File: src/rtl/blkmov_seq.sv
// Block-move sequencer: copies len bytes from [SI] to [DI] through a req/ack bus and
// strobes the SI/DI pointer registers. Optional fill mode under `BLKMOV_FILL_EN.
module blkmov_seq #(
  parameter int unsigned CNT_W = 16
) (
  input  logic             clk,
  input  logic             clear_n,
  input  logic             start,
  input  logic             dir,
  input  logic [CNT_W-1:0] len,
  input  logic             abort,
`ifdef BLKMOV_FILL_EN
  input  logic             fill,
  input  logic [7:0]       fill_byte,
`endif
  output logic             rd_req,
  input  logic             rd_ack,
  input  logic [7:0]       rd_data,
  output logic             wr_req,
  input  logic             wr_ack,
  output logic [7:0]       wr_data,
  output logic             si_inc,
  output logic             si_dec,
  output logic             di_inc,
  output logic             di_dec,
  output logic             busy,
  output logic             done,
  output logic [CNT_W-1:0] remaining
);

  localparam logic [2:0] ST_IDLE  = 3'd0;
  localparam logic [2:0] ST_READ  = 3'd1;
  localparam logic [2:0] ST_WRITE = 3'd2;
  localparam logic [2:0] ST_STEP  = 3'd3;
  localparam logic [2:0] ST_DONE  = 3'd4;

  logic [2:0]       state_q, state_d;
  logic [CNT_W-1:0] rem_q, rem_d;
  logic [7:0]       byte_q, byte_d;
  logic             dir_q, dir_d;
  logic             fill_q, fill_d;
  logic             fill_sel;
  logic [7:0]       fill_val;
  logic             step;

`ifdef BLKMOV_FILL_EN
  assign fill_sel = fill;
  assign fill_val = fill_byte;
`else
  assign fill_sel = 1'b0;
  assign fill_val = 8'h00;
`endif

  always_comb begin
    state_d = state_q;
    rem_d   = rem_q;
    byte_d  = byte_q;
    dir_d   = dir_q;
    fill_d  = fill_q;
    case (state_q)
      ST_IDLE: begin
        if (start) begin
          rem_d  = len;
          dir_d  = dir;
          fill_d = fill_sel;
          if (fill_sel) byte_d = fill_val;
          if (len == '0)    state_d = ST_DONE;
          else if (fill_sel) state_d = ST_WRITE;
          else               state_d = ST_READ;
        end
      end
      ST_READ: begin
        // Abort wins over a same-cycle ack: the byte is dropped.
        if (abort) state_d = ST_IDLE;
        else if (rd_ack) begin
          byte_d  = rd_data;
          state_d = ST_WRITE;
        end
      end
      ST_WRITE: begin
        if (abort)       state_d = ST_IDLE;
        else if (wr_ack) state_d = ST_STEP;
      end
      ST_STEP: begin
        if (abort) state_d = ST_IDLE;
        else begin
          rem_d = rem_q - CNT_W'(1);
          if (rem_q == CNT_W'(1)) state_d = ST_DONE;
          else if (fill_q)        state_d = ST_WRITE;
          else                    state_d = ST_READ;
        end
      end
      ST_DONE: state_d = ST_IDLE;
      default: state_d = ST_IDLE;
    endcase
  end

  always_ff @(posedge clk or negedge clear_n) begin
    if (!clear_n) begin
      state_q <= ST_IDLE;
      rem_q   <= '0;
      byte_q  <= 8'h00;
      dir_q   <= 1'b0;
      fill_q  <= 1'b0;
    end else begin
      state_q <= state_d;
      rem_q   <= rem_d;
      byte_q  <= byte_d;
      dir_q   <= dir_d;
      fill_q  <= fill_d;
    end
  end

  // Outputs decode the state register directly, so clear_n drops them without a clock.
  always_comb begin
    step      = (state_q == ST_STEP) && !abort;
    rd_req    = (state_q == ST_READ);
    wr_req    = (state_q == ST_WRITE);
    busy      = (state_q != ST_IDLE);
    done      = (state_q == ST_DONE) && !abort;
    si_inc    = step && !dir_q && !fill_q;
    si_dec    = step &&  dir_q && !fill_q;
    di_inc    = step && !dir_q;
    di_dec    = step &&  dir_q;
    wr_data   = byte_q;
    remaining = rem_q;
  end

endmodule

File: config.mk
export PLATFORM = sky130hd
export DESIGN_NAME = blkmov_seq
export DESIGN_NICKNAME = d
export VERILOG_FILES = /design/src/rtl/blkmov_seq.sv
export SDC_FILE = /design/constraint.sdc
export NUM_CORES = 1
export LEC_CHECK = 0
export CORE_UTILIZATION = 25
export DETAILED_ROUTE_END_ITERATION = 10
export PLACE_DENSITY = 0.52
export SYNTH_ARGS = -nofsm -noshare
export SYNTH_HDL_FRONTEND = slang
export SYNTH_SLANG_ARGS = --single-unit
File: constraint.sdc
create_clock -name clk -period 2.67 [get_ports clk]
set_clock_uncertainty 0.1 [all_clocks]
set_input_delay 0.4005 -clock clk [delete_from_list [all_inputs] [get_ports clk]]
set_output_delay 0.4005 -clock clk [all_outputs]
set_load 0.005 [all_outputs]
=== Word-level counts from Yosys, hierarchy flattened ===
Index checks and enable logic that the tools add are counted.

* Multiplexer cells: 12
* Bitwise operators: 1
* $add $sub $neg: 1
* Equality and inequality tests: 9
* Reductions and logical operators: 14

{| class="wikitable"
|+ Operators with widths
! operator !! number
|-
| 16-bit 2-to-1 mux || 2
|-
| 16-bit one-hot mux with 2 select lines || 1
|-
| 3-bit 2-to-1 mux || 8
|-
| 16-bit by 1-bit == test with 1-bit output, second input constant || 1
|-
| 16-bit logical NOT || 1
|-
| 16-bit by 1-bit subtractor with 16-bit output, second input constant || 1
|-
| 3-bit one-hot mux with 4 select lines || 1
|-
| 3-bit AND reduction || 3
|-
| 3-bit by 2-bit == test with 1-bit output, second input constant || 2
|-
| 3-bit by 2-bit inequality test with 1-bit output, second input constant || 2
|-
| 1-bit logical AND || 4
|-
| 2-bit inequality test, second input constant || 2
|-
| 3-bit by 1-bit == test with 1-bit output, second input constant || 1
|-
| 3-bit == test, second input constant || 1
|-
| 3-bit logical NOT || 1
|-
| 3-bit nonzero test || 1
|-
| 1-bit logical NOT || 2
|-
| 2-bit AND reduction || 1
|-
| 2-bit nonzero test || 1
|-
| 1-bit NOT || 1
|}

* Logic and storage cells: 41
* Input bits: 31
* Output and inout port bits: 32
* Register bits after elaboration: 28

=== Depth between registers and ports, before layout ===
Gate-level depths: netlist (run 1).

* Depth in word-level cells: 4
* Depth in mapped cells: 7

=== Least setup slack after synthesis (run 1) ===
Ideal clock, no wire load.

* Kind: reg2out
* Start: register state_q[2]
* End: output port si_inc
* Stages on the path, launching flop included: 6
* Required time: 2169 ps
* Data arrival time: 1371 ps
* Path slack: 799 ps
* Path through: dfrtp_1 > buf_6 > nand3b_1 > buf_2 > nor3_1 > buf_4

* Word-level cells in the longest chain between the ends: 3

{| class="wikitable"
|+ RTL lines
! item !! RTL line !! RTL
|-
| from (decl) || 37 || <nowiki>logic [2:0] state_q, state_d;</nowiki>
|-
| from (signal assigned) || 106 || <nowiki>state_q <= state_d;</nowiki>
|-
| 3-bit by 2-bit == test with 1-bit output || 116 || <nowiki>step = (state_q == ST_STEP) && !abort;</nowiki>
|-
| 1-bit logical AND || 116 ||
|-
| 1-bit logical AND || n/a ||
|-
| to (decl) || 22 || <nowiki>output logic si_inc,</nowiki>
|}

Every way passes these cells.

=== Final worst setup path (run 1) ===
* Start: register state_q[1]
* End: output port di_dec

* Word-level cells in the longest chain between the ends: 3

{| class="wikitable"
|+ RTL lines
! item !! RTL line !! RTL
|-
| 3-bit by 2-bit == test with 1-bit output || 116 ||
|-
| 1-bit logical AND || 116 ||
|-
| 1-bit logical AND || 124 || <nowiki>di_dec = step && dir_q;</nowiki>
|-
| to (decl) || 25 || <nowiki>output logic di_dec,</nowiki>
|}

Every way passes these cells.

==> impl_table.tex, run 1 <==
\begin{tabular}{lr}
\hline
Metric & Value \\
\hline
\multicolumn{2}{l}{\textbf{Run status}} \\
\quad Status & finished clean \\
\multicolumn{2}{l}{\textbf{GRT}} \\
\quad Total congestion overflow after global routing & 0 \\
\quad Number of global-route vias before repair & 1644 \\
\quad Largest net degree at the start of global routing & 29 \\
\quad Antenna violations before repair & 0 \\
\quad Global router's overall resource usage & 0.137 \\
\quad Global-route wire length before repair & 8.07 mm \\
\multicolumn{2}{l}{\textbf{STA}} \\
\quad Top achievable clock speed & 401 MHz \\
\quad Final critical delay including setup and external delays & 2.49 ns \\
\quad Measured slew at the worst slew-check pin & 0.525 ns \\
\quad Setup repair after global routing missed its margin & false \\
\quad Slew margin rel. & 0.648 \\
\quad Setup TNS & 0 ns \\
\quad Number of failing setup endpoints in the final timing report & 0 \\
\quad Final hold violation count & 0 \\
\quad Final Max Tran Viols & 0 \\
\quad Final cycle utilization of the critical path & 0.934 \\
\multicolumn{2}{l}{\textbf{Drt}} \\
\quad Post-route DRC violation count & 0 \\
\quad First DRT Iteration DRCs & 82 \\
\quad DRT antenna net count & 0 \\
\quad Routed WL & 4.82 mm \\
\quad Routed via count divided by cell count & 4.80 \\
\quad DR WL/cell & 14.2 um \\
\quad Total vias in the final route & 1627 \\
\quad DRT Pass-1 Iters & 4 \\
\multicolumn{2}{l}{\textbf{Setup path}} \\
\quad Series of cell instances along the critical path & and4bb\_2, and2\_1, clkdlybuf4s50\_1 \\
\quad Crit-path leading delay family & flip-flops \\
\quad Crit path capture type & output pin \\
\quad Critical Path Fanout Max & 14 \\
\quad CP bufs+invs & 1 \\
\quad Category of the most critical setup path & reg -> out \\
\quad Required time at the worst-slack endpoint & 2.17 ns \\
\quad Startpoint type of the worst setup path & flop \\
\quad Crit-path slowest cell & sky130\_fd\_sc\_hd\_\_dfrtp\_1 \\
\quad Arrival time at the worst endpoint & 1.99 ns \\
\quad CP max stage delay & 0.66 ns \\
\multicolumn{2}{l}{\textbf{Floorplan}} \\
\quad Die footprint & 0.00744 mm2 \\
\quad Die Height & 86.3 um \\
\quad Rows & 30 \\
\quad Placeable core area & 0.00683 mm2 \\
\quad Die span in x & 86.3 um \\
\quad Initial Util & 0.260 \\
\quad Ports placed on the boundary & 63 \\
\multicolumn{2}{l}{\textbf{Clocking}} \\
\quad Clock input transition at the sequential cells of the worst setup and hold paths & 0.10 ns \\
\quad Maximum root-to-sink buffer count & 2 \\
\quad Clock network latency to the later pin of the worst-skew pair & 0.28 ns \\
\quad Clock root cell & sky130\_fd\_sc\_hd\_\_clkbuf\_8 \\
\quad Clock tree from TritonCTS & built \\
\quad Total of cells resized after clock tree synthesis & 0 \\
\quad Count of hold-fix buffers inserted at cts & 0 \\
\quad TritonCTS Buffers & 3 \\
\quad H-tree levels & 1 \\
\quad Post-CTS Repair Setup Buffers & 0 \\
\quad Count of clock tree sinks & 28 \\
\multicolumn{2}{l}{\textbf{Cells and area}} \\
\quad Antenna diode count & 0 \\
\quad Post-synthesis to final-layout area growth & 41.5\% \\
\quad Filler Cells Inserted & 725 \\
\quad Fraction of final layout cells sized beyond drive strength 1 & 0.123 \\
\quad Final-stage net count & 277 \\
\multicolumn{2}{l}{\textbf{Synthesis}} \\
\quad Post-synthesis instance area & 0.00178 mm2 \\
\quad Number of distinct library cell variants in the gate-level netlist after synthesis & 47 \\
\quad Gate count after technology mapping & 183 \\
\quad Synthesized net count & 216 \\
\quad Share of the yosys chip area belonging to registers & 0.395 \\
\quad Total number of yosys warnings & 0 \\
\quad Register bit total from synthesis & 28 \\
\quad Syn\_area\_per\_cell & 9.70 um2 \\
\multicolumn{2}{l}{\textbf{Placed design}} \\
\quad Detailed-placement wirelength estimate & 3.53 mm \\
\quad GP Congestion & 0.766 \\
\quad Input/output buffers & 62 \\
\multicolumn{2}{l}{\textbf{Pwr}} \\
\quad Pwr dens & 749 mW/mm2 \\
\quad IR drop worst, VDD & 0.332 mV \\
\quad Static leakage & 0.939 nW \\
\quad Post-layout power & 0.00188 W \\
\multicolumn{2}{l}{\textbf{Min path}} \\
\quad Path category of the worst min-delay check & in -> async \\
\multicolumn{2}{l}{\textbf{Flow run}} \\
\quad Max capacitance violation total & 0 \\
\hline
\end{tabular}
[worst reg2reg max path: stages (launching register included)]
cell	delay (ns)
sky130_fd_sc_hd__dfrtp_1	0.48
sky130_fd_sc_hd__inv_1	0.13
sky130_fd_sc_hd__ha_1	0.19
sky130_fd_sc_hd__nor3b_2	0.40
sky130_fd_sc_hd__and3_1	0.28
sky130_fd_sc_hd__a31oi_1	0.10
sky130_fd_sc_hd__o22a_1	0.21
[flip-flops by register name, indices dropped and copies added (netlist names)]
| register | flops |
|---|---|
| dir_q | 1 |
| remaining | 16 |
| state_q | 3 |
| wr_data | 8 |
[per-stage QoR]
stage	instance area [um2]	instances	hold WS [ns]	util	worst slack [ns]
2_1_floorplan	1780	183	0.00491	-	0.799
3_3_place_gp	2460	335	0.386	0.360	0.314
3_5_place_dp	2460	335	0.395	0.360	0.303
4_1_cts	2510	339	0.420	0.368	0.172
5_1_grt	2510	339	0.438	0.368	0.0746
6_report	2510	339	0.411	0.368	0.177
[path summary, 6_finish.rpt]
check,end,cells after the start,startpoint,slack (ns)
min in group clk,wr_data[4],1,wr_data[4],0.41
max reg2reg,remaining[10],6,remaining[0],0.67
min reg2reg,wr_data[4],1,wr_data[4],0.41
max in group asynchronous,wr_data[3],2,clear_n,1.77
max,di_dec,3,state_q[1],0.18
min,remaining[5],2,clear_n,0.41
[power by group]
group | switching, W | total, W | internal, W
clock | 0.000141 | 0.000273 | 0.000132
sequential | 0.000216 | 0.000798 | 0.000582
combinational | 0.000296 | 0.000810 | 0.000514
[cell usage in the layout, fill, tap and decap left out, drive strengths merged, types with 3 or more instances in the layout]
cell type / netlist / routed
a21oi: 16 / 16
a22oi: 3 / 3
a2bb2oi: 5 / 5
and2: 4 / 4
buf: 12 / 6
clkbuf: 0 / 4
clkdlybuf4s50: 0 / 62
dfrtp: 28 / 28
inv: 5 / 5
mux2: 9 / 9
nand2: 12 / 12
nand3: 6 / 6
nand4: 4 / 4
nor2: 15 / 15
nor3: 6 / 6
nor4: 8 / 8
nor4b: 4 / 4
o21ai: 12 / 12
o22a: 3 / 3
o22ai: 4 / 4
[metal layers]
layer | GRT usage | up-vias | part of all wire | routed length, um
met5 | 0 | - | 0 | 0
met4 | 0.0273 | 0 | 0.0062 | 30
met3 | 0.0333 | 4 | 0.051 | 246
met2 | 0.219 | 51 | 0.46 | 2230
met1 | 0.188 | 764 | 0.48 | 2310
li1 | - | 808 | - | -
[kinds of logic after synthesis]
kind of cell / count (synthesis) / synth area share
fa+ha+maj: 2 / 0.0141
flops: 28 / 0.395
compound gates: 53 / 0.190
mux: 10 / 0.0627
buf+inv: 17 / 0.0691
simple gates: 73 / 0.269
[area by class of cell]
cell class	count	area (um2)	area share
clock buffers	4	55.1	0.0219
inverters	5	18.8	0.00747
multi-input cells	138	952	0.379
flip-flops and latches	28	701	0.279
well taps	96	120	0.0478
repair buffers	68	666	0.265
[synthesized netlist by cell type (all sizes together)]
cell / instances / area share
a41oi: 1 / 0.0049
o22a: 3 / 0.015
nand2b: 1 / 0.0035
a22oi: 3 / 0.013
and3b: 1 / 0.0049
o221ai: 1 / 0.0049
o21ai: 12 / 0.034
nand4b: 2 / 0.0099
nor4b: 4 / 0.032
a2bb2oi: 5 / 0.025
nor3: 6 / 0.017
o2bb2ai: 1 / 0.0049
o22ai: 4 / 0.014
inv: 5 / 0.011
mux2: 9 / 0.057
and2: 4 / 0.015
buf: 12 / 0.058
or2: 2 / 0.0085
nor3b: 2 / 0.011
dfrtp: 28 / 0.39
nand3b: 1 / 0.0042
and3: 2 / 0.0070
mux2i: 1 / 0.0056
a32oi: 2 / 0.0099
nor4: 8 / 0.049
ha: 2 / 0.014
or3: 2 / 0.0070
and4bb: 1 / 0.0070
a31oi: 2 / 0.0070
a21oi: 16 / 0.045
nand4: 4 / 0.014
a22o: 1 / 0.0049
nor2: 15 / 0.036
nand3: 6 / 0.017
nand2: 12 / 0.027
o211ai: 2 / 0.0085
No activity file was read; power rests on OpenSTA's default activity.
==> run 2: changes to the inputs <==
CORE_UTILIZATION = 34   (was 25)
PLACE_DENSITY = 0.65   (was 0.52)
==> impl_table.tex, run 2 (same netlist as run 1, synthesis figures left out) <==
\begin{tabular}{lr}
\hline
Metric & Value \\
\hline
\multicolumn{2}{l}{\textbf{Floorplan}} \\
\quad Die span in x & 74.3 um (was 86.3 um) \\
\quad Ports placed on the boundary & 63 (unchanged) \\
\quad Placeable core area & 0.00488 mm2 (was 0.00683 mm2) \\
\quad Die footprint & 0.00551 mm2 (was 0.00744 mm2) \\
\quad Initial Util & 0.364 (was 0.260) \\
\quad Rows & 25 (was 30) \\
\quad Die Height & 74.3 um (was 86.3 um) \\
\multicolumn{2}{l}{\textbf{Clocking}} \\
\quad Clock tree from TritonCTS & built (unchanged) \\
\quad Clock network latency to the later pin of the worst-skew pair & 0.27 ns (was 0.28 ns) \\
\quad Total of cells resized after clock tree synthesis & 0 (unchanged) \\
\quad Count of hold-fix buffers inserted at cts & 0 (unchanged) \\
\quad Clock root cell & sky130\_fd\_sc\_hd\_\_clkbuf\_8 (unchanged) \\
\quad Post-CTS Repair Setup Buffers & 0 (unchanged) \\
\quad TritonCTS Buffers & 3 (unchanged) \\
\quad H-tree levels & 1 (unchanged) \\
\quad Clock input transition at the sequential cells of the worst setup and hold paths & 0.09 ns (was 0.10 ns) \\
\quad Count of clock tree sinks & 28 (unchanged) \\
\quad Maximum root-to-sink buffer count & 2 (unchanged) \\
\multicolumn{2}{l}{\textbf{Cells and area}} \\
\quad Leading cell type in the layout, fill and taps excluded & sky130\_fd\_sc\_hd\_\_clkdlybuf4s50\_1 (unchanged) \\
\quad Post-synthesis to final-layout area growth & 38.3\% (was 41.5\%) \\
\quad Final-stage net count & 276 (was 277) \\
\quad Fraction of final layout cells sized beyond drive strength 1 & 0.116 (was 0.123) \\
\quad Filler Cells Inserted & 496 (was 725) \\
\quad Antenna diode count & 0 (unchanged) \\
\quad Number of flip-flops in the largest register & 16 (unchanged) \\
\quad Commonest cells after routing, fill and taps aside & sky130\_fd\_sc\_hd\_\_clkdlybuf4s50\_1, sky130\_fd\_sc\_hd\_\_dfrtp\_1, sky130\_fd\_sc\_hd\_\_a21oi\_1 (unchanged) \\
\multicolumn{2}{l}{\textbf{Setup path}} \\
\quad CP max stage delay & 0.63 ns (was 0.66 ns) \\
\quad RR Endpoint & remaining[12] (was remaining[10]) \\
\quad R2r worst-path depth & 7 (was 6) \\
\quad Startpoint type of the worst setup path & flop (unchanged) \\
\quad Required time at the worst-slack endpoint & 2.17 ns (about the same) \\
\quad Series of cell instances along the critical path & and4bb\_2, and2\_1, clkdlybuf4s50\_1 (unchanged) \\
\quad Category of the most critical setup path & reg -> out (unchanged) \\
\quad Crit-path slowest cell & sky130\_fd\_sc\_hd\_\_dfrtp\_1 (unchanged) \\
\quad CP bufs+invs & 1 (unchanged) \\
\quad Critical Path Fanout Max & 14 (unchanged) \\
\quad Arrival time at the worst endpoint & 1.94 ns (was 1.99 ns) \\
\quad Stages on worst setup path & 3 (unchanged) \\
\quad Reg-to-reg critical path startpoint & remaining[0] (unchanged) \\
\quad Crit-path leading delay family & flip-flops (unchanged) \\
\quad Crit path capture type & output pin (unchanged) \\
\quad Register-to-Register Setup Slack & 0.72 ns (was 0.67 ns) \\
\multicolumn{2}{l}{\textbf{GRT}} \\
\quad Global router's overall resource usage & 0.177 (was 0.137) \\
\quad Number of global-route vias before repair & 1619 (was 1644) \\
\quad Fraction of met3 tracks used by global routing & 0.0339 (was 0.0333) \\
\quad Met1 track utilization from global routing & 0.228 (was 0.188) \\
\quad Total congestion overflow after global routing & 0 (unchanged) \\
\quad Fraction of met2 tracks used by global routing & 0.313 (was 0.219) \\
\quad Global-route wire length before repair & 7.60 mm (was 8.07 mm) \\
\quad Largest net degree at the start of global routing & 29 (unchanged) \\
\quad Antenna violations before repair & 0 (unchanged) \\
\quad Layer with the highest usage & met2 (unchanged) \\
\multicolumn{2}{l}{\textbf{STA}} \\
\quad Worst hold slack across all endpoints & 0.408 ns (was 0.411 ns) \\
\quad Setup TNS & 0 ns (unchanged) \\
\quad Number of failing setup endpoints in the final timing report & 0 (unchanged) \\
\quad Final Max Tran Viols & 0 (unchanged) \\
\quad Measured slew at the worst slew-check pin & 0.553 ns (was 0.525 ns) \\
\quad Slew margin rel. & 0.628 (was 0.648) \\
\quad Final cycle utilization of the critical path & 0.913 (was 0.934) \\
\quad Final critical delay including setup and external delays & 2.44 ns (was 2.49 ns) \\
\quad Final hold violation count & 0 (unchanged) \\
\quad Top achievable clock speed & 410 MHz (was 401 MHz) \\
\quad Setup repair after global routing missed its margin & false (unchanged) \\
\multicolumn{2}{l}{\textbf{Pwr}} \\
\quad Part of the total power dissipated in the clock network & 0.124 (was 0.145) \\
\quad Net switching component of the power & 0.000640 W (was 0.000653 W) \\
\quad Pwr dens & 749 mW/mm2 (about the same) \\
\quad Switch share & 0.348 (was 0.347) \\
\quad Combinational group share of total power & 0.445 (was 0.431) \\
\quad Fraction of power consumed by sequential logic & 0.431 (was 0.424) \\
\quad Post-layout power & 0.00184 W (was 0.00188 W) \\
\quad Static leakage & 0.927 nW (was 0.939 nW) \\
\quad Internal & 0.00120 W (was 0.00123 W) \\
\quad IR drop worst, VDD & 0.349 mV (was 0.332 mV) \\
\multicolumn{2}{l}{\textbf{Drt}} \\
\quad Post-route DRC violation count & 0 (unchanged) \\
\quad DR WL/cell & 15.0 um (was 14.2 um) \\
\quad Routed via count divided by cell count & 5.44 (was 4.80) \\
\quad DRT Pass-1 Iters & 4 (unchanged) \\
\quad Routed WL & 4.63 mm (was 4.82 mm) \\
\quad First DRT Iteration DRCs & 124 (was 82) \\
\quad DRT antenna net count & 0 (unchanged) \\
\quad Total vias in the final route & 1677 (was 1627) \\
\multicolumn{2}{l}{\textbf{Placed design}} \\
\quad Detailed-placement wirelength estimate & 3.37 mm (was 3.53 mm) \\
\quad GP Congestion & 0.800 (was 0.766) \\
\quad Input/output buffers & 62 (unchanged) \\
\multicolumn{2}{l}{\textbf{Run status}} \\
\quad Status & finished clean (unchanged) \\
\multicolumn{2}{l}{\textbf{Min path}} \\
\quad Path category of the worst min-delay check & in -> async (unchanged) \\
\multicolumn{2}{l}{\textbf{Flow run}} \\
\quad Max capacitance violation total & 0 (unchanged) \\
\hline
\end{tabular}
run 2: changes by cell type in the layout (fill, tap and decap cells not counted):
cell / previous run / this run
sky130_fd_sc_hd__buf_4: 6 / 5
sky130_fd_sc_hd__clkbuf_8: 4 / 3
run 2: metal layers:
layer,part of all wire,wire [um],vias up
met1,0.47,2170,812
met5,0,0,-
li1,-,-,807
met4,0.0043,20,0
met3,0.061,282,2
met2,0.47,2160,56
run 2: through the flow:
stage | util | std cells | instance area [um2] | setup WS, ns
2_1_floorplan | - | 183 | 1780 | 0.799
3_3_place_gp | 0.495 | 305 | 2410 | 0.337
3_5_place_dp | 0.495 | 305 | 2410 | 0.324
4_1_cts | 0.503 | 308 | 2450 | 0.225
5_1_grt | 0.503 | 308 | 2450 | 0.122
6_report | 0.503 | 308 | 2450 | 0.234
run 2: power by group through the flow:
| stage | clock [W] | combinational (W) | sequential [W] |
|---|---|---|---|
| 2_1_floorplan | 0 | 0.000378 | 0.000771 |
| 5_1_grt | 0.000253 | 0.000898 | 0.000830 |
| 3_5_place_dp | 0 | 0.000824 | 0.000802 |
| 4_1_cts | 0.000239 | 0.000828 | 0.000795 |
| 3_3_place_gp | 0 | 0.000809 | 0.000796 |
| 6_report | 0.000227 | 0.000818 | 0.000793 |
run 2: layout make-up:
type	instances	area, um2	share of cell area
inverters	5	18.8	0.00765
multi-input cells	138	952	0.388
well taps	67	83.8	0.0341
repair buffers	67	658	0.268
flip-flops and latches	28	701	0.285
clock buffers	3	41.3	0.0168
run 2: worst max path at each step:
stage | from | end | slack, ns
final | state_q[1] | si_dec | 0.23
after detailed placement | abort | si_dec | 0.32
after CTS | state_q[0] | si_dec | 0.23
after global placement | abort | di_dec | 0.34
after global routing | state_q[0] | si_dec | 0.12
after floorplan | state_q[2] | si_inc | 0.80
run 2: worst reg2reg max path, cell delays in order, from the launching register on:
cell	delay (ns)
sky130_fd_sc_hd__dfrtp_1	0.46
sky130_fd_sc_hd__inv_1	0.13
sky130_fd_sc_hd__ha_1	0.19
sky130_fd_sc_hd__nor3b_2	0.35
sky130_fd_sc_hd__buf_4	0.20
sky130_fd_sc_hd__nand3_1	0.10
sky130_fd_sc_hd__a21oi_1	0.19
sky130_fd_sc_hd__a2bb2oi_1	0.16
==> run 3: changes to the inputs <==
ABC_CLOCK_PERIOD_IN_PS = 2670   (was unset)
==> results of run 3 <==
Same layout as run 2: the final DEF is identical, and so are final timing and power.
